**src/rtl/sensor_scheduler_pkg.sv**
```systemverilog
// Shared types and constants for the sensor round scheduler.
// State encodings, frame layout and the frame byte mux.
package sensor_scheduler_pkg;

  typedef enum logic [3:0] {
    S_IDLE      = 4'd0,
    S_START     = 4'd1,
    S_WAIT_BUSY = 4'd2,
    S_WAIT_DONE = 4'd3,
    S_TX_LOAD   = 4'd4,
    S_TX_ACK    = 4'd5,
    S_TX_DONE   = 4'd6,
    S_NEXT      = 4'd7
  } state_e;

  localparam logic [7:0] SYNC_BYTE_DEF = 8'hA5;

  localparam logic [1:0] BYTE_SYNC = 2'd0;
  localparam logic [1:0] BYTE_HDR  = 2'd1;
  localparam logic [1:0] BYTE_HI   = 2'd2;
  localparam logic [1:0] BYTE_LO   = 2'd3;

  function automatic logic [7:0] frame_byte(
    input logic [1:0]  k,
    input logic [7:0]  sync,
    input logic        to,
    input logic [3:0]  idx,
    input logic [15:0] data
  );
    logic [7:0] b;
    case (k)
      BYTE_SYNC: b = sync;
      BYTE_HDR:  b = {3'b000, to, idx};
      BYTE_HI:   b = data[15:8];
      default:   b = data[7:0];
    endcase
    return b;
  endfunction

endpackage

```
**src/rtl/sensor_scheduler_next_set_index.sv**
```systemverilog
// Priority encoder: lowest set mask bit above (or at) a base index.
// Inclusive mode finds the first sensor of a round.
module sensor_scheduler_next_set_index #(
  parameter int N = 4
) (
  input  logic [N-1:0] mask,
  input  logic [3:0]   base,
  input  logic         inclusive,
  output logic [3:0]   idx,
  output logic         valid
);

  always_comb begin
    idx   = '0;
    valid = 1'b0;
    for (int i = N - 1; i >= 0; i--) begin
      if (mask[i] &&
          ((i > int'(base)) ||
           (inclusive && i == int'(base)))) begin
        idx   = 4'(i);
        valid = 1'b1;
      end
    end
  end

endmodule

```
**src/rtl/sensor_scheduler.sv**
```systemverilog
// Periodic round scheduler: starts each enabled sensor in turn
// and ships its 16-bit result as a 4-byte frame over the UART.
module sensor_scheduler
  import sensor_scheduler_pkg::*;
#(
  parameter int         N_SENSORS      = 4,
  parameter int         PERIOD_CYCLES  = 50_000_000,
  parameter int         TIMEOUT_CYCLES = 1_000_000,
  parameter logic [7:0] SYNC_BYTE      = SYNC_BYTE_DEF
) (
  input  logic                    clk,
  input  logic                    reset,
  input  logic                    enable,
  input  logic [N_SENSORS-1:0]    sensor_mask,
  output logic [N_SENSORS-1:0]    sensor_initiate,
  input  logic [N_SENSORS-1:0]    sensor_ready,
  input  logic [16*N_SENSORS-1:0] sensor_data,
  output logic [7:0]              tx_data,
  output logic                    tx_start,
  input  logic                    tx_ready,
  output logic                    busy,
  output logic [3:0]              cur_sensor,
  output logic                    overrun,
  output logic                    timeout_flag
);

  localparam int PW =
    (PERIOD_CYCLES > 1) ? $clog2(PERIOD_CYCLES) : 1;
  localparam int TW =
    (TIMEOUT_CYCLES > 1) ? $clog2(TIMEOUT_CYCLES) : 1;
  localparam logic [PW-1:0] PERIOD_LAST =
    PW'(PERIOD_CYCLES - 1);
  localparam logic [TW-1:0] TIMEOUT_LAST =
    TW'(TIMEOUT_CYCLES - 1);

  state_e                 state_q, state_d;
  logic [PW-1:0]          per_q, per_d;
  logic [TW-1:0]          wait_q, wait_d;
  logic [N_SENSORS-1:0]   mask_q, mask_d;
  logic [3:0]             cur_q, cur_d;
  logic [1:0]             k_q, k_d;
  logic [15:0]            data_q, data_d;
  logic                   to_q, to_d;
  logic [N_SENSORS-1:0]   init_q, init_d;
  logic [7:0]             tx_data_q, tx_data_d;
  logic                   tx_start_q, tx_start_d;
  logic                   busy_q, busy_d;
  logic                   overrun_q, overrun_d;
  logic                   tflag_q, tflag_d;

  logic                   tick;
  logic                   wait_hit;
  logic [15:0]            rdy_pad;
  logic [255:0]           data_pad;
  logic                   rdy_cur;
  logic [15:0]            data_cur;
  logic [N_SENSORS-1:0]   enc_mask;
  logic [3:0]             enc_base;
  logic                   enc_incl;
  logic [3:0]             nxt_idx;
  logic                   nxt_valid;

  // Pad to 16 slots so a 4-bit index is always in range.
  assign rdy_pad  = 16'(sensor_ready);
  assign data_pad = 256'(sensor_data);
  assign rdy_cur  = rdy_pad[cur_q];
  assign data_cur = data_pad[{cur_q, 4'b0000} +: 16];

  assign tick     = (per_q == PERIOD_LAST);
  assign wait_hit = (wait_q == TIMEOUT_LAST);

  assign enc_incl = (state_q == S_IDLE);
  assign enc_mask = enc_incl ? sensor_mask : mask_q;
  assign enc_base = enc_incl ? 4'd0 : cur_q;

  sensor_scheduler_next_set_index #(
    .N (N_SENSORS)
  ) u_next (
    .mask      (enc_mask),
    .base      (enc_base),
    .inclusive (enc_incl),
    .idx       (nxt_idx),
    .valid     (nxt_valid)
  );

  always_comb begin
    state_d    = state_q;
    per_d      = tick ? '0 : per_q + PW'(1);
    mask_d     = mask_q;
    cur_d      = cur_q;
    k_d        = k_q;
    data_d     = data_q;
    to_d       = to_q;
    init_d     = '0;
    tx_data_d  = tx_data_q;
    tx_start_d = 1'b0;
    busy_d     = busy_q;
    overrun_d  = tick && busy_q;
    tflag_d    = tflag_q;

    unique case (state_q)
      S_IDLE: begin
        if (tick && enable && nxt_valid) begin
          mask_d  = sensor_mask;
          cur_d   = nxt_idx;
          busy_d  = 1'b1;
          state_d = S_START;
        end
      end
      S_START, S_WAIT_BUSY, S_WAIT_DONE: begin
        if (state_q == S_START && rdy_cur) begin
          init_d  = N_SENSORS'(16'd1 << cur_q);
          state_d = S_WAIT_BUSY;
        end else if (state_q == S_WAIT_BUSY && !rdy_cur) begin
          state_d = S_WAIT_DONE;
        end else if (state_q == S_WAIT_DONE && rdy_cur) begin
          data_d  = data_cur;
          to_d    = 1'b0;
          k_d     = BYTE_SYNC;
          state_d = S_TX_LOAD;
        end else if (wait_hit) begin
          // A dead sensor still gets a frame, flagged and zeroed.
          data_d  = '0;
          to_d    = 1'b1;
          tflag_d = 1'b1;
          k_d     = BYTE_SYNC;
          state_d = S_TX_LOAD;
        end
      end
      S_TX_LOAD: begin
        if (tx_ready) begin
          tx_data_d  = frame_byte(k_q, SYNC_BYTE, to_q,
                                  cur_q, data_q);
          tx_start_d = 1'b1;
          state_d    = S_TX_ACK;
        end else if (wait_hit) begin
          tflag_d = 1'b1;
          state_d = S_NEXT;
        end
      end
      S_TX_ACK: begin
        if (!tx_ready) begin
          state_d = S_TX_DONE;
        end else if (wait_hit) begin
          tflag_d = 1'b1;
          state_d = S_NEXT;
        end
      end
      S_TX_DONE: begin
        if (tx_ready) begin
          if (k_q != BYTE_LO) begin
            k_d     = k_q + 2'd1;
            state_d = S_TX_LOAD;
          end else begin
            state_d = S_NEXT;
          end
        end else if (wait_hit) begin
          tflag_d = 1'b1;
          state_d = S_NEXT;
        end
      end
      S_NEXT: begin
        if (nxt_valid) begin
          cur_d   = nxt_idx;
          state_d = S_START;
        end else begin
          busy_d  = 1'b0;
          state_d = S_IDLE;
        end
      end
      default: begin
        busy_d  = 1'b0;
        state_d = S_IDLE;
      end
    endcase
  end

  assign wait_d = (state_d != state_q) ? '0 : wait_q + TW'(1);

  always_ff @(posedge clk or posedge reset) begin
    if (reset) begin
      state_q    <= S_IDLE;
      per_q      <= '0;
      wait_q     <= '0;
      mask_q     <= '0;
      cur_q      <= '0;
      k_q        <= '0;
      data_q     <= '0;
      to_q       <= 1'b0;
      init_q     <= '0;
      tx_data_q  <= '0;
      tx_start_q <= 1'b0;
      busy_q     <= 1'b0;
      overrun_q  <= 1'b0;
      tflag_q    <= 1'b0;
    end else begin
      state_q    <= state_d;
      per_q      <= per_d;
      wait_q     <= wait_d;
      mask_q     <= mask_d;
      cur_q      <= cur_d;
      k_q        <= k_d;
      data_q     <= data_d;
      to_q       <= to_d;
      init_q     <= init_d;
      tx_data_q  <= tx_data_d;
      tx_start_q <= tx_start_d;
      busy_q     <= busy_d;
      overrun_q  <= overrun_d;
      tflag_q    <= tflag_d;
    end
  end

  assign sensor_initiate = init_q;
  assign tx_data         = tx_data_q;
  assign tx_start        = tx_start_q;
  assign busy            = busy_q;
  assign cur_sensor      = cur_q;
  assign overrun         = overrun_q;
  assign timeout_flag    = tflag_q;

endmodule

```
**config.mk**
```make
export PLATFORM = sky130hd
export DESIGN_NAME = sensor_scheduler
export DESIGN_NICKNAME = d
export VERILOG_FILES = /design/src/rtl/sensor_scheduler_pkg.sv /design/src/rtl/sensor_scheduler_next_set_index.sv /design/src/rtl/sensor_scheduler.sv
export SDC_FILE = /design/constraint.sdc
export NUM_CORES = 1
export LEC_CHECK = 0
export CAP_MARGIN = 25
export CELL_PAD_IN_SITES_DETAIL_PLACEMENT = 0
export CELL_PAD_IN_SITES_GLOBAL_PLACEMENT = 2
export CORE_MARGIN = 1
export CORE_UTILIZATION = 30
export CTS_CLUSTER_DIAMETER = 30
export DETAILED_ROUTE_END_ITERATION = 8
export PLACE_DENSITY = 0.82
export SYNTH_ARGS = -nofsm -noshare
export SYNTH_HDL_FRONTEND = slang
export SYNTH_HIERARCHICAL = 1
export SYNTH_SLANG_ARGS = --single-unit
```
**constraint.sdc**
```tcl
create_clock -name clk -period 9.8 [get_ports clk]
set_clock_uncertainty 0.2 [all_clocks]
set_input_delay 1.96 -clock clk [delete_from_list [all_inputs] [get_ports clk]]
set_output_delay 1.96 -clock clk [all_outputs]
set_load 0.02 [all_outputs]
```
# After elaboration in Yosys (flattened, before gate mapping)
# Index checks and enable logic that the tools add are counted.
# W data, S select, Z words.
word_totals:
  regBits: 93
  in_bits: 76
  out_inout_bits: 20
  elab_cells: 143
op_classes:
  addsub: 3
  order_cmp: 4
  eq_ne: 27
  n_shift: 2
  mux: 55
  bitwise_logic: 3
  reduce_logical: 35
op_table:
  columns: ["operator", "n"]
  rows:
  - ["$shiftx A256 B9 Y16", 1]
  - ["$mux W4", 18]
  - ["$mux W16", 2]
  - ["$add A26 B1 Y26 const B", 1]
  - ["$eq A26 B26 Y1 const B", 1]
  - ["$mux W26", 1]
  - ["$pmux W4 S6", 1]
  - ["$pmux W8 S3", 1]
  - ["$add A20 B1 Y20 const B", 1]
  - ["$eq A20 B20 Y1 const B", 1]
  - ["$mux W20", 1]
  - ["$ne A2 B2 Y1 const B", 10]
  - ["$mux W1", 18]
  - ["$eq A4 B3 Y1 const B", 4]
  - ["$mux W2", 8]
  - ["$logic_and A1 B1 Y1", 14]
  - ["$reduce_and A6 Y1", 2]
  - ["$eq A3 B4 Y1 const A", 2]
  - ["$eq A4 B2 Y1 const B", 2]
  - ["$gt A2 B4 Y1 const A", 2]
  - ["$logic_not A4 Y1", 2]
  - ["$pmux W4 S2", 1]
  - ["$pmux W1 S3", 2]
  - ["$reduce_and A3 Y1", 2]
  - ["other kinds (24)", 31]

# Longest topological paths before layout
# Gate-level depths: netlist of run 1.
depth:
  ltp_word: 15
  ltp_mapped: 14
  mapped_depth_nobuf: 11

# By module
# Netlist of run 1, hierarchy kept.
by_module_without_submodules:
  columns: ["mod", "n_inst", "cells_per_inst", "area_per_inst_um2", "seq_area_each_um2"]
  rows:
  - ["sensor_scheduler", 1, 462, 5054.8, 2327.2]
  - ["sensor_scheduler_next_set_index", 1, 17, 122.6, 0.0]

# Least setup slack after synthesis of run 1
# OpenSTA, ideal clock, no wires.
synth_timing:
  path_type: "input port to flip-flop"
  start: "input port sensor_mask[3]"
  end: "register cur_q[0] (netlist: cur_sensor[0])"
  setup_time_ps: 125
  arrival_ps: 3631
  t_required_ps: 9475
  slack_ps: 5844
  stages: 9
  n_path_buf: 1
  cell_sequence: "mux2_2 > o211a_1 > nor2b_4 > nand3b_1 > nand3_1 > or4b_1 > buf_6 > nand2_1 > mux2_2"
synth_via:
  elab_chain_len: 9
  word_cells_on_any_way: 17
  classes_between: "eq/ne (2); mux (12); reduce/logical (3)"
synth_lines:
  columns: ["element", "line_no", "rtl"]
  rows:
  - ["start: declaration", "sensor_scheduler.sv:14", "input logic [N_SENSORS-1:0] sensor_mask,"]
  - ["$mux W4 (*)", "sensor_scheduler.sv:73", "assign enc_mask = enc_incl ? sensor_mask : mask_q;"]
  - ["$logic_and A1 B1 Y1 (*)", "sensor_scheduler_next_set_index.sv:17", "if (mask[i] &&"]
  - ["$mux W1 (*) (4 in series)", "sensor_scheduler_next_set_index.sv:17", null]
  - ["via nxt_valid", "sensor_scheduler.sv:61", "logic nxt_valid;"]
  - ["$logic_and A1 B1 Y1", "sensor_scheduler.sv:103", "if (tick && enable && nxt_valid) begin"]
  - ["$ne A2 B1 Y1 (no source line)", null, null]
  - ["$reduce_and A3 Y1 (no source line) (*)", null, null]
  - ["end signal: assignment", "sensor_scheduler.sv:201", "cur_q <= cur_d;"]
  - ["end: declaration", "sensor_scheduler.sv:40", "logic [3:0] cur_q, cur_d;"]
# The timed path passes the listed nets; every way through them passes the cells marked *. The select of a mux whose other input is x is not followed.
# A chain may end at the register's enable or synchronous reset.

# Worst setup path in the final report of run 1
layout_timing:
  start: "input port sensor_mask[2]"
  end: "register wait_q[6]"
layout_via:
  elab_chain_len: 10
  word_cells_on_any_way: 11
  classes_between: "eq/ne (1); mux (8); reduce/logical (2)"
layout_lines:
  columns: ["element", "line_no", "rtl"]
  rows:
  - ["$mux W4 (*)", "sensor_scheduler.sv:73", null]
  - ["via enc_mask[2]", "sensor_scheduler.sv:57", "logic [N_SENSORS-1:0] enc_mask;"]
  - ["$logic_and A1 B1 Y1 (*)", "sensor_scheduler_next_set_index.sv:17", null]
  - ["$mux W1 (*) (3 in series)", "sensor_scheduler_next_set_index.sv:17", null]
  - ["via nxt_valid", "sensor_scheduler.sv:61", null]
  - ["$logic_and A1 B1 Y1", "sensor_scheduler.sv:103", null]
  - ["$mux W4", "sensor_scheduler.sv:103", null]
  - ["$pmux W4 S6 (*)", "sensor_scheduler.sv:101", "unique case (state_q)"]
  - ["via state_d[0]", "sensor_scheduler.sv:36", "state_e state_q, state_d;"]
  - ["$ne A4 B4 Y1 (*)", "sensor_scheduler.sv:178", "assign wait_d = (state_d != state_q) ? '0 : wait_q + TW'(1);"]
  - ["$mux W20 (*)", "sensor_scheduler.sv:178", null]
  - ["via wait_d[6]", "sensor_scheduler.sv:38", "logic [TW-1:0] wait_q, wait_d;"]
  - ["end signal: assignment", "sensor_scheduler.sv:199", "wait_q <= wait_d;"]
  - ["end: declaration", "sensor_scheduler.sv:38", null]
# The timed path passes the listed nets; every way through them passes the cells marked *.

==> flow_results.xml, run 1 <==
<?xml version="1.0" encoding="UTF-8"?>
<metrics>
  <group name="detailed_routing">
    <metric name="wl_met1" unit="um">5590</metric>
    <metric name="postRouteWirelength" unit="um">12200</metric>
    <metric name="initialDrtViolationCount" unit="">206</metric>
    <metric name="dr_wl_met2" unit="um">5940</metric>
    <metric name="routedWlPerCell" unit="um">15.4</metric>
    <metric name="post-route-drc-count" unit="">0</metric>
    <metric name="drt-vias-per-instance" unit="">4.99</metric>
    <metric name="dr_total_vias" unit="">3960</metric>
    <metric name="top_layer" unit="">met4</metric>
    <metric name="route.antenna.remaining_nets" unit="">0</metric>
    <metric name="met3_length" unit="um">558</metric>
    <metric name="drt_pre_antenna_iters" unit="">4</metric>
  </group>
  <group name="global_routing">
    <metric name="grt_max_degree" unit="">52</metric>
    <metric name="groute.usage.overall" unit="%">14.2</metric>
    <metric name="grt_first_pass_wirelength" unit="um">20300</metric>
    <metric name="grt_antenna_before_repair" unit="">0</metric>
    <metric name="grt.overflow.total" unit="">0</metric>
    <metric name="grt_pass1_vias" unit="">4001</metric>
  </group>
  <group name="worst_hold_path">
    <metric name="min_path_type" unit="">reg -&gt; reg</metric>
  </group>
  <group name="cts">
    <metric name="cts_post_setup_buffers_inserted" unit="">0</metric>
    <metric name="tritoncts" unit="">yes</metric>
    <metric name="clock_path_buffers" unit="">2</metric>
    <metric name="root_buffer" unit="">sky130_fd_sc_hd__clkbuf_16</metric>
    <metric name="postcts_resize_cnt" unit="">0</metric>
    <metric name="clock_sink_count" unit="">93</metric>
    <metric name="clk_transition_reported_paths" unit="ns">0.06</metric>
    <metric name="clk-insertion-delay-late" unit="ns">0.35</metric>
    <metric name="cts_htree_levels" unit="">3</metric>
    <metric name="numCtsBuffers" unit="">9</metric>
    <metric name="cts-hold-fix-buffers" unit="">0</metric>
  </group>
  <group name="flow_run">
    <metric name="max_cap_violations" unit="">0</metric>
  </group>
  <group name="critical_path">
    <metric name="worstSetupEndpoint" unit="">wait_q[6]</metric>
    <metric name="reg_to_reg_setup_timing_slack" unit="ns">5.72</metric>
    <metric name="regToRegStartpoint" unit="">state_q[0]</metric>
    <metric name="reg2reg_to" unit="">wait_q[6]</metric>
    <metric name="data_required_critical_path" unit="ns">9.81</metric>
    <metric name="worst_setup_path_end_kind" unit="">register</metric>
    <metric name="worst_setup_path_startpoint" unit="">sensor_mask[2]</metric>
    <metric name="worstPathMaxFanout" unit="">20</metric>
    <metric name="kind_of_critical_path" unit="">in -&gt; reg</metric>
    <metric name="worstSetupStartpointType" unit="">input pin</metric>
    <metric name="worst_r2r_path_depth" unit="">11</metric>
    <metric name="worst_ep_arrival_time" unit="ns">4.54</metric>
  </group>
  <group name="placement">
    <metric name="post_placement_cell_count" unit="">777</metric>
    <metric name="finalWeightedCongestion" unit="">0.834</metric>
    <metric name="dp_worst_setup_slack" unit="ns">4.91</metric>
    <metric name="dpl_cell_area" unit="um^2">6350</metric>
    <metric name="place.port_buffers" unit="">95</metric>
    <metric name="dp_hpwl" unit="um">8830</metric>
  </group>
  <group name="sta">
    <metric name="fin_setup_tns" unit="ns">0</metric>
    <metric name="timing.slew.headroom" unit="%">41.1</metric>
    <metric name="grt_setup_unrepaired" unit="">no</metric>
    <metric name="min_tclk_post_route" unit="ns">4.52</metric>
    <metric name="timing_hold_violations_final" unit="">0</metric>
    <metric name="max_freq" unit="MHz">221</metric>
    <metric name="finalSetupViolations" unit="">0</metric>
    <metric name="max_slew.worst_pin.slew" unit="ns">0.883</metric>
    <metric name="timing.final.ws_setup" unit="ns">5.28</metric>
    <metric name="drv_slew" unit="">0</metric>
    <metric name="min_period_over_period" unit="%">46.2</metric>
  </group>
  <group name="power">
    <metric name="pwr_density_cell" unit="nW/um^2">130</metric>
    <metric name="leakage" unit="uW">0.00280</metric>
    <metric name="max-vdd-ir-drop" unit="V">0.0000758</metric>
  </group>
  <group name="cells_and_area">
    <metric name="final_common_cell" unit="">sky130_fd_sc_hd__clkdlybuf4s50_1</metric>
    <metric name="area_growth_syn_to_layout" unit="%">29.0</metric>
    <metric name="finish.cell_count_without_fillers" unit="">793</metric>
    <metric name="seqCellArea" unit="um^2">2330</metric>
    <metric name="finalInstanceArea" unit="um^2">6680</metric>
    <metric name="antennaDiodeCount" unit="">0</metric>
    <metric name="nNetsFinal" unit="">650</metric>
    <metric name="final.fill_count" unit="">1604</metric>
    <metric name="multi_input_comb_area" unit="um^2">2680</metric>
    <metric name="drive_above_1_share" unit="%">15.0</metric>
    <metric name="top_library_cells_by_usage_in_the_layout_fill_and_taps_aside" unit="">sky130_fd_sc_hd__clkdlybuf4s50_1 (95), sky130_fd_sc_hd__dfrtp_1 (93), sky130_fd_sc_hd__nor2_1 (42)</metric>
  </group>
  <group name="synth">
    <metric name="synth_area_per_cell" unit="um^2">10.8</metric>
    <metric name="yosysTopAreaCell" unit="">sky130_fd_sc_hd__dfrtp_1</metric>
    <metric name="yosysWarnings" unit="">6</metric>
    <metric name="yosys_register_bits" unit="">93</metric>
    <metric name="syn_inst" unit="">479</metric>
    <metric name="yosysTopAreaCellShare" unit="%">44.9</metric>
    <metric name="post_synth_main_area_contributors" unit="">sky130_fd_sc_hd__dfrtp_1 (45%), sky130_fd_sc_hd__mux4_2 (7.0%), sky130_fd_sc_hd__nor3_2 (3.9%), sky130_fd_sc_hd__xor2_1 (3.7%), sky130_fd_sc_hd__xnor2_1 (3.4%)</metric>
    <metric name="synth.cell_area" unit="um^2">5180</metric>
    <metric name="yosys.cell_types.count" unit="">63</metric>
    <metric name="ys_dominant_reg_cell" unit="">sky130_fd_sc_hd__dfrtp_1</metric>
    <metric name="async_s_r_ff_share_synth" unit="%">100</metric>
    <metric name="synth.yosys.seq_area_share" unit="%">44.9</metric>
    <metric name="synth-edff-count" unit="">0</metric>
  </group>
  <group name="die">
    <metric name="rows" unit="">47</metric>
    <metric name="fp.dieW" unit="um">133</metric>
    <metric name="floorplan.die_area" unit="um^2">17800</metric>
    <metric name="ios" unit="">96</metric>
    <metric name="start_util" unit="%">31.0</metric>
    <metric name="core_area" unit="um^2">16700</metric>
    <metric name="die_h" unit="um">133</metric>
  </group>
  <group name="status">
    <metric name="run_status" unit="">finished, final reports clean</metric>
  </group>
</metrics>
-- synthesized netlist by cell type (2+ instances only) --
library cell and instances:
sky130_fd_sc_hd__a22oi_1 4, sky130_fd_sc_hd__nand3_1 24, sky130_fd_sc_hd__or4b_1 2, sky130_fd_sc_hd__nor4bb_1 2
sky130_fd_sc_hd__mux4_2 16, sky130_fd_sc_hd__clkbuf_1 17, sky130_fd_sc_hd__nor3_1 8, sky130_fd_sc_hd__nor4_1 7
sky130_fd_sc_hd__buf_6 3, sky130_fd_sc_hd__a21oi_1 12, sky130_fd_sc_hd__buf_4 2, sky130_fd_sc_hd__a221oi_1 3
sky130_fd_sc_hd__o211a_1 2, sky130_fd_sc_hd__and2b_1 4, sky130_fd_sc_hd__and4_1 3, sky130_fd_sc_hd__nor3_2 20
sky130_fd_sc_hd__and2_1 3, sky130_fd_sc_hd__ha_1 6, sky130_fd_sc_hd__o21ai_0 11, sky130_fd_sc_hd__xnor2_1 20
sky130_fd_sc_hd__nor2_1 42, sky130_fd_sc_hd__nand2_1 37, sky130_fd_sc_hd__a32o_1 16, sky130_fd_sc_hd__or3_1 3
sky130_fd_sc_hd__conb_1 2, sky130_fd_sc_hd__dfrtp_1 93, sky130_fd_sc_hd__mux2_2 13, sky130_fd_sc_hd__a211oi_1 2
sky130_fd_sc_hd__buf_2 2, sky130_fd_sc_hd__xor2_1 22, sky130_fd_sc_hd__and3_1 5, sky130_fd_sc_hd__nor2b_1 5
sky130_fd_sc_hd__inv_1 15, sky130_fd_sc_hd__mux2i_1 2, sky130_fd_sc_hd__nand4_1 19, sky130_fd_sc_hd__buf_1 2
sky130_fd_sc_hd__a21o_1 2, sky130_fd_sc_hd__o211ai_1 3
-- critical path, stage by stage --
cell and delay (ns):
sky130_fd_sc_hd__clkdlybuf4s50_1 0.48, sky130_fd_sc_hd__mux2_2 0.15, sky130_fd_sc_hd__o211ai_1 0.10, sky130_fd_sc_hd__nor2b_4 0.15, sky130_fd_sc_hd__nand3b_1 0.12, sky130_fd_sc_hd__nand3_1 0.09, sky130_fd_sc_hd__or4b_1 0.74, sky130_fd_sc_hd__nand4b_4 0.20
sky130_fd_sc_hd__xnor2_2 0.12, sky130_fd_sc_hd__buf_4 0.34, sky130_fd_sc_hd__nor3_2 0.09
-- area by class of cell --
type | count | share of cell area [%]
multi-input cells | 346 | 40.1
flip-flops and latches | 93 | 34.8
repair buffers | 103 | 15.1
well taps | 220 | 4.12
clock buffers | 10 | 3.58
clock inverters | 6 | 1.40
inverters | 15 | 0.861
-- state kept, by name, indices dropped and copies added (netlist names) --
register / flops
timeout_flag: 1
state_q: 4
wait_q: 20
tx_start: 1
tx_data: 8
to_q: 1
cur_sensor: 4
busy: 1
overrun: 1
mask_q: 4
data_q: 16
per_q: 26
sensor_initiate: 4
k_q: 2
-- cells by family (layout without fill, tap and decap cells) --
group / Yosys count / after routing / share of synthesized area (%)
compound gates: 67 / 67 / 9.88
xor+xnor: 43 / 43 / 7.42
fa+ha+maj: 6 / 6 / 1.45
buf+inv: 41 / 134 / 3.60
flops: 93 / 93 / 44.9
mux: 32 / 32 / 10.4
other cells: 2 / 3 / 0.145
simple gates: 195 / 195 / 22.2
-- worst min-delay path by stage --
stage,endpoint,slack (ns),startpoint,cells past startpoint
floorplan,per_q[4],0.24,per_q[4],1
global placement,per_q[4],0.26,per_q[4],1
detailed placement,per_q[4],0.27,per_q[4],1
CTS,per_q[4],0.28,per_q[4],1
global route,per_q[4],0.30,per_q[4],1
finish,per_q[4],0.27,per_q[4],1
-- layer usage --
metal,up-vias,global-route usage (%)
met2,95,23.2
met5,-,0
met3,6,2.74
li1,1935,-
met1,1924,18.9
met4,0,4.92
-- power by group --
part           total (uW)  leakage, uW  internal (uW)  switching, uW
registers             401      0.00127            391           9.39
logic                82.1      0.00137           47.8           34.3
clock network         387     0.000165            233            154
total                 870      0.00280            672            197
-- metrics by stage --
stage	total power [uW]	utilization, %	hold WS, ns
2_1_floorplan	448	-	0.239
3_3_place_gp	489	38.0	0.259
3_5_place_dp	491	38.0	0.266
4_1_cts	882	40.0	0.277
5_1_grt	907	40.0	0.298
6_report	870	40.0	0.275
No activity file was read; power rests on OpenSTA's default activity.
==> run 2: changes to the inputs <==
clock period = 4.5 ns   (was 9.8 ns; I/O delays follow)
==> run 2 against run 1 <==
Non-clock buffer count up 1. Register-to-register slack worse by 5.3 ns. Via count up 2.0%. Final cell count up 0.13%. Sequential power up 120%. Utilization down 0.11 points. Global-route usage up 0.60 points. Critical endpoint is now wait_q[10].
==> flow_results.xml, run 2 (synthesis gave the netlist of run 1 again) <==
<?xml version="1.0" encoding="UTF-8"?>
<metrics>
  <group name="critical_path">
    <metric name="data_required_critical_path" unit="ns">4.51</metric>
    <metric name="worstPathMaxFanout" unit="">20</metric>
    <metric name="reg_to_reg_setup_timing_slack" unit="ns">0.43</metric>
    <metric name="cpPeakStageDelay" unit="ns">0.74</metric>
    <metric name="worst_ep_arrival_time" unit="ns">4.07</metric>
    <metric name="regToRegStartpoint" unit="">state_q[0]</metric>
    <metric name="reg2reg_to" unit="">wait_q[10]</metric>
    <metric name="cp_common_cell" unit="">sky130_fd_sc_hd__nor3_2</metric>
    <metric name="worst_setup_path_startpoint" unit="">state_q[0]</metric>
    <metric name="worstSetupStartpointType" unit="">register</metric>
    <metric name="worst_setup_path_end_kind" unit="">register</metric>
    <metric name="kind_of_critical_path" unit="">reg -&gt; reg</metric>
    <metric name="timing.critical_path.slowest_stage_cell" unit="">sky130_fd_sc_hd__or4b_1</metric>
    <metric name="worst_r2r_path_depth" unit="">11</metric>
    <metric name="path_cells" unit="">nor4_4 -&gt; and2b_1 -&gt; nor3_2 -&gt; and3_1 -&gt; nand3b_1 -&gt; nand3_1 -&gt; or4b_1 -&gt; nand4b_4 -&gt; xnor2_2 -&gt; buf_4 -&gt; nor3_2</metric>
  </group>
  <group name="cells_and_area">
    <metric name="seqCellArea" unit="um^2">2330</metric>
    <metric name="largest_reg_flops" unit="">26</metric>
    <metric name="top_register" unit="">per_q</metric>
    <metric name="area_growth_syn_to_layout" unit="%">28.7</metric>
    <metric name="nNetsFinal" unit="">651</metric>
    <metric name="finish.cell_count_without_fillers" unit="">794</metric>
    <metric name="final_core_utilization" unit="%">39.9</metric>
    <metric name="multi_input_comb_area" unit="um^2">2680</metric>
    <metric name="final_common_cell" unit="">sky130_fd_sc_hd__clkdlybuf4s50_1</metric>
    <metric name="top_library_cells_by_usage_in_the_layout_fill_and_taps_aside" unit="">sky130_fd_sc_hd__clkdlybuf4s50_1 (95), sky130_fd_sc_hd__dfrtp_1 (93), sky130_fd_sc_hd__nor2_1 (42)</metric>
    <metric name="final.fill_count" unit="">1628</metric>
    <metric name="antennaDiodeCount" unit="">0</metric>
    <metric name="drive_above_1_share" unit="%">15.2</metric>
    <metric name="reg.largest.list" unit="">per_q x26, wait_q x20, data_q x16</metric>
    <metric name="finalInstanceArea" unit="um^2">6660</metric>
  </group>
  <group name="cts">
    <metric name="clock_path_buffers" unit="">2</metric>
    <metric name="root_buffer" unit="">sky130_fd_sc_hd__clkbuf_16</metric>
    <metric name="tritoncts" unit="">yes</metric>
    <metric name="cts-hold-fix-buffers" unit="">0</metric>
    <metric name="cts_htree_levels" unit="">3</metric>
    <metric name="cts_post_setup_buffers_inserted" unit="">0</metric>
    <metric name="clk-insertion-delay-late" unit="ns">0.34</metric>
    <metric name="clock_sink_count" unit="">93</metric>
    <metric name="numCtsBuffers" unit="">9</metric>
    <metric name="postcts_resize_cnt" unit="">0</metric>
    <metric name="clk_transition_reported_paths" unit="ns">0.07</metric>
  </group>
  <group name="die">
    <metric name="rows" unit="">47</metric>
    <metric name="floorplan.die_area" unit="um^2">17800</metric>
    <metric name="start_util" unit="%">31.0</metric>
    <metric name="die_h" unit="um">133</metric>
    <metric name="core_area" unit="um^2">16700</metric>
    <metric name="ios" unit="">96</metric>
    <metric name="fp.dieW" unit="um">133</metric>
  </group>
  <group name="global_routing">
    <metric name="grt_util_met1" unit="%">18.7</metric>
    <metric name="grt_max_degree" unit="">53</metric>
    <metric name="global_route.peak_usage_layer" unit="">met2</metric>
    <metric name="grt_use_met2" unit="%">25.5</metric>
    <metric name="grt_pass1_vias" unit="">4187</metric>
    <metric name="grt_antenna_before_repair" unit="">0</metric>
    <metric name="grt_first_pass_wirelength" unit="um">21300</metric>
    <metric name="groute.usage.overall" unit="%">14.8</metric>
    <metric name="grtUsageMet3" unit="%">3.12</metric>
    <metric name="grt.overflow.total" unit="">0</metric>
  </group>
  <group name="sta">
    <metric name="max_freq" unit="MHz">246</metric>
    <metric name="finalSetupViolations" unit="">0</metric>
    <metric name="fin_setup_tns" unit="ns">0</metric>
    <metric name="timing_hold_violations_final" unit="">0</metric>
    <metric name="min_tclk_post_route" unit="ns">4.07</metric>
    <metric name="timing.slew.headroom" unit="%">39.0</metric>
    <metric name="drv_slew" unit="">0</metric>
    <metric name="max_slew.worst_pin.slew" unit="ns">0.915</metric>
    <metric name="min_period_over_period" unit="%">90.4</metric>
    <metric name="grt_setup_unrepaired" unit="">no</metric>
  </group>
  <group name="power">
    <metric name="pwr-share-seq" unit="%">48.4</metric>
    <metric name="pwr_density_cell" unit="nW/um^2">270</metric>
    <metric name="power.clock.fraction" unit="%">41.5</metric>
    <metric name="max-vdd-ir-drop" unit="V">0.000172</metric>
    <metric name="pwr-share-comb" unit="%">10.0</metric>
    <metric name="leakage" unit="uW">0.00279</metric>
    <metric name="power.total" unit="uW">1800</metric>
    <metric name="power.share.switching" unit="%">24.0</metric>
    <metric name="internal-power" unit="uW">1370</metric>
    <metric name="p_sw" unit="uW">432</metric>
  </group>
  <group name="placement">
    <metric name="place.port_buffers" unit="">95</metric>
    <metric name="post_placement_cell_count" unit="">778</metric>
    <metric name="dp_hpwl" unit="um">8950</metric>
    <metric name="dpl_cell_area" unit="um^2">6370</metric>
    <metric name="finalWeightedCongestion" unit="">0.872</metric>
  </group>
  <group name="worst_hold_path">
    <metric name="worst_hold_startpoint" unit="">per_q[4]</metric>
    <metric name="timing.hold.worst_endpoint" unit="">per_q[4]</metric>
    <metric name="hold-path-cell-count" unit="">1</metric>
    <metric name="min_path_type" unit="">reg -&gt; reg</metric>
  </group>
  <group name="detailed_routing">
    <metric name="postRouteWirelength" unit="um">12400</metric>
    <metric name="drt-vias-per-instance" unit="">5.09</metric>
    <metric name="initialDrtViolationCount" unit="">323</metric>
    <metric name="drt_pre_antenna_iters" unit="">5</metric>
    <metric name="route.antenna.remaining_nets" unit="">0</metric>
    <metric name="dr_total_vias" unit="">4038</metric>
    <metric name="post-route-drc-count" unit="">0</metric>
    <metric name="routedWlPerCell" unit="um">15.6</metric>
  </group>
  <group name="status">
    <metric name="run_status" unit="">finished, final reports clean</metric>
  </group>
  <group name="flow_run">
    <metric name="max_cap_violations" unit="">0</metric>
  </group>
</metrics>
-- run 2: cell types whose count changed in the layout (fill, tap and decap cells not counted), sizes merged --
cell,before,now
clkbuf,10,11
clkinvlp,0,1
bufinv,2,0
clkinv,3,2
inv,16,17
buf,8,9
-- run 2: layout make-up --
cell class              instances  area share, %
multi-input cells             346           40.2
well taps                     220           4.13
inverters                      15          0.864
flip-flops and latches         93           34.9
repair buffers                104           15.5
clock inverters                 5          0.620
clock buffers                  11           3.79
-- run 2: power by group through the flow --
stage / sequential, uW / combinational [uW] / clock [uW]
floorplan: 883 / 93.2 / 0
global placement: 887 / 180 / 0
detailed placement: 887 / 183 / 0
CTS: 871 / 184 / 772
global route: 876 / 201 / 812
finish: 873 / 181 / 748
-- run 2: worst max path at each step --
stage | end | depth (start not counted)
floorplan | busy | 1
CTS | wait_q[10] | 11
global route | wait_q[15] | 11
detailed placement | wait_q[10] | 11
finish | wait_q[10] | 11
global placement | wait_q[1] | 11
-- run 2: metal layers --
metal	share of wire [%]	wire [um]
met3	6.0	739
met1	44	5520
met5	0	0
met2	49	6050
met4	0.89	110
-- run 2: worst max-delay path, delay by kind of cell (launching register included) --
family        cells  cell delay, ns
simple gates      9            2.69
flops             1            0.56
buf+inv           1            0.35
xor+xnor          1            0.12
-- run 2: per-stage QoR --
step,setup slack [ns],hold slack [ns]
6_report,0.434,0.274
4_1_cts,0.453,0.277
3_5_place_dp,0.481,0.266
5_1_grt,0.155,0.296
2_1_floorplan,0.980,0.239
3_3_place_gp,0.604,0.260
==> run 3: changes to the inputs <==
==> constraint.sdc (replaced) <==
create_clock -name clk -period 4.5 [get_ports clk]
set_clock_uncertainty 0.2 [all_clocks]
set_input_delay 0.675 -clock clk [delete_from_list [all_inputs] [get_ports clk]]
set_output_delay 0.675 -clock clk [all_outputs]
set_load 0.02 [all_outputs]
==> run 3 against run 2 <==
Final area shrank 0.15%. Final cell count is the same. Critical path depth is the same. Non-clock buffer count grew 1. Power is essentially flat. Maximum frequency shrank 1.1%. Count of clock-buffer cells in the layout shrank 1. Combinational power is essentially flat. Flip-flop and latch count is the same. Highest routed layer unchanged.
==> flow_results.xml, run 3 (synthesis gave the netlist of run 1 again) <==
<?xml version="1.0" encoding="UTF-8"?>
<metrics>
  <group name="cts">
    <metric name="root_buffer" unit="">sky130_fd_sc_hd__clkbuf_16</metric>
    <metric name="clk_transition_reported_paths" unit="ns">0.07</metric>
    <metric name="postcts_resize_cnt" unit="">0</metric>
    <metric name="numCtsBuffers" unit="">9</metric>
    <metric name="clk-insertion-delay-late" unit="ns">0.34</metric>
    <metric name="clock_sink_count" unit="">93</metric>
    <metric name="clock_path_buffers" unit="">2</metric>
    <metric name="cts_post_setup_buffers_inserted" unit="">0</metric>
    <metric name="cts_htree_levels" unit="">3</metric>
    <metric name="cts-hold-fix-buffers" unit="">0</metric>
    <metric name="tritoncts" unit="">yes</metric>
  </group>
  <group name="detailed_routing">
    <metric name="routedWlPerCell" unit="um">15.8</metric>
    <metric name="drt_pre_antenna_iters" unit="">4</metric>
    <metric name="dr_total_vias" unit="">4045</metric>
    <metric name="route.antenna.remaining_nets" unit="">0</metric>
    <metric name="post-route-drc-count" unit="">0</metric>
    <metric name="postRouteWirelength" unit="um">12500</metric>
    <metric name="initialDrtViolationCount" unit="">205</metric>
    <metric name="drt-vias-per-instance" unit="">5.09</metric>
  </group>
  <group name="placement">
    <metric name="place.port_buffers" unit="">95</metric>
    <metric name="dp_hpwl" unit="um">9110</metric>
    <metric name="finalWeightedCongestion" unit="">0.881</metric>
    <metric name="dpl_cell_area" unit="um^2">6360</metric>
    <metric name="dp_worst_setup_slack" unit="ns">0.448</metric>
  </group>
  <group name="power">
    <metric name="leakage" unit="uW">0.00279</metric>
    <metric name="power.total" unit="uW">1800</metric>
    <metric name="pwr_density_cell" unit="nW/um^2">271</metric>
    <metric name="internal-power" unit="uW">1390</metric>
    <metric name="max-vdd-ir-drop" unit="V">0.000161</metric>
    <metric name="pwr-share-seq" unit="%">48.4</metric>
    <metric name="power.clock.fraction" unit="%">41.6</metric>
    <metric name="p_sw" unit="uW">417</metric>
    <metric name="power.share.switching" unit="%">23.1</metric>
    <metric name="pwr-share-comb" unit="%">10.0</metric>
  </group>
  <group name="cells_and_area">
    <metric name="top_library_cells_by_usage_in_the_layout_fill_and_taps_aside" unit="">sky130_fd_sc_hd__clkdlybuf4s50_1 (95), sky130_fd_sc_hd__dfrtp_1 (93), sky130_fd_sc_hd__nor2_1 (42)</metric>
    <metric name="area_growth_syn_to_layout" unit="%">28.5</metric>
    <metric name="final_core_utilization" unit="%">39.8</metric>
    <metric name="final_common_cell" unit="">sky130_fd_sc_hd__clkdlybuf4s50_1</metric>
    <metric name="drive_above_1_share" unit="%">15.0</metric>
    <metric name="nNetsFinal" unit="">652</metric>
    <metric name="largest_reg_flops" unit="">26</metric>
    <metric name="antennaDiodeCount" unit="">0</metric>
    <metric name="finalInstanceArea" unit="um^2">6650</metric>
    <metric name="reg.largest.list" unit="">per_q x26, wait_q x20, data_q x16</metric>
    <metric name="top_register" unit="">per_q</metric>
  </group>
  <group name="global_routing">
    <metric name="grt.overflow.total" unit="">0</metric>
    <metric name="grt_pass1_vias" unit="">4144</metric>
    <metric name="groute.usage.overall" unit="%">14.8</metric>
    <metric name="grt_max_degree" unit="">37</metric>
    <metric name="grt_first_pass_wirelength" unit="um">21100</metric>
    <metric name="grt_antenna_before_repair" unit="">0</metric>
  </group>
  <group name="sta">
    <metric name="grt_setup_unrepaired" unit="">no</metric>
    <metric name="min_period_over_period" unit="%">91.3</metric>
    <metric name="drv_slew" unit="">0</metric>
    <metric name="timing.slew.headroom" unit="%">54.2</metric>
    <metric name="max_slew.worst_pin.slew" unit="ns">0.688</metric>
    <metric name="min_tclk_post_route" unit="ns">4.11</metric>
    <metric name="timing_hold_violations_final" unit="">0</metric>
    <metric name="finalSetupViolations" unit="">0</metric>
    <metric name="timing.final.ws_setup" unit="ns">0.390</metric>
    <metric name="max_freq" unit="MHz">243</metric>
    <metric name="fin_setup_tns" unit="ns">0</metric>
  </group>
  <group name="critical_path">
    <metric name="worstSetupStartpointType" unit="">register</metric>
    <metric name="data_required_critical_path" unit="ns">4.51</metric>
    <metric name="kind_of_critical_path" unit="">reg -&gt; reg</metric>
    <metric name="worstPathMaxFanout" unit="">20</metric>
    <metric name="worst_ep_arrival_time" unit="ns">4.12</metric>
    <metric name="worst_setup_path_end_kind" unit="">register</metric>
  </group>
  <group name="die">
    <metric name="start_util" unit="%">31.0</metric>
    <metric name="floorplan.die_area" unit="um^2">17800</metric>
    <metric name="ios" unit="">96</metric>
    <metric name="fp.dieW" unit="um">133</metric>
    <metric name="core_area" unit="um^2">16700</metric>
    <metric name="rows" unit="">47</metric>
    <metric name="die_h" unit="um">133</metric>
  </group>
  <group name="worst_hold_path">
    <metric name="min_path_type" unit="">reg -&gt; reg</metric>
  </group>
  <group name="status">
    <metric name="run_status" unit="">finished, final reports clean</metric>
  </group>
  <group name="flow_run">
    <metric name="max_cap_violations" unit="">0</metric>
  </group>
</metrics>
-- run 3: cell count changes in the layout (fill, tap and decap cells not counted), sizes merged --
cell	change
clkbuf	-1
clkinv	+1
bufinv	+1
inv	-2
buf	+1
-- run 3: cell type report --
type / count / area [um^2]
Sequential cell: 93 / 2330
Clock inverter: 5 / 60.1
Inverter: 15 / 57.6
Fill cell: 1620 / 10000
Tap cell: 220 / 275
Multi-Input combinational cell: 346 / 2680
Clock buffer: 10 / 229
Timing Repair Buffer: 105 / 1030
-- run 3: power by group through the flow --
stage	Combinational [uW]	Sequential, uW	Clock (uW)
5_1_grt	198	875	812
4_1_cts	183	872	776
3_5_place_dp	182	888	0
3_3_place_gp	179	887	0
2_1_floorplan	93.2	883	0
6_report	181	873	749
-- run 3: final timing paths --
kind | cells after the start | from | slack (ns) | end
min in group asynchronous | 2 | reset | 0.49 | wait_q[2]
max reg2reg | 11 | state_q[0] | 0.39 | wait_q[11]
min | 1 | per_q[4] | 0.28 | per_q[4]
min reg2reg | 1 | per_q[4] | 0.28 | per_q[4]
max in group asynchronous | 3 | reset | 2.76 | state_q[2]
max | 11 | state_q[0] | 0.39 | wait_q[11]
-- run 3: metrics by stage --
step                std cells  hold slack, ns
floorplan                 480           0.239
global placement          779           0.257
detailed placement        779           0.268
CTS                       794           0.280
global route              794           0.305
finish                    794           0.278
-- run 3: worst max-delay path, cell delays in order, from the launching register on --
cell	delay, ns
sky130_fd_sc_hd__dfrtp_1	0.56
sky130_fd_sc_hd__nor4_4	0.62
sky130_fd_sc_hd__and2b_1	0.27
sky130_fd_sc_hd__nor3_2	0.28
sky130_fd_sc_hd__and3_1	0.26
sky130_fd_sc_hd__nand3b_1	0.20
sky130_fd_sc_hd__nand3_1	0.09
sky130_fd_sc_hd__or4b_1	0.73
sky130_fd_sc_hd__nand4b_4	0.20
sky130_fd_sc_hd__xnor2_2	0.12
sky130_fd_sc_hd__buf_4	0.34
sky130_fd_sc_hd__nor3_2	0.09
-- run 3: metal layers --
metal / wire (um) / global-route usage [%] / up-vias / part of all wire (%)
met5: 0 / 0 / - / 0
met3: 679 / 3.31 / 8 / 5.4
met1: 5520 / 18.6 / 1996 / 44
met4: 125 / 4.42 / 0 / 1.0
li1: - / - / 1931 / -
met2: 6220 / 25.3 / 110 / 50
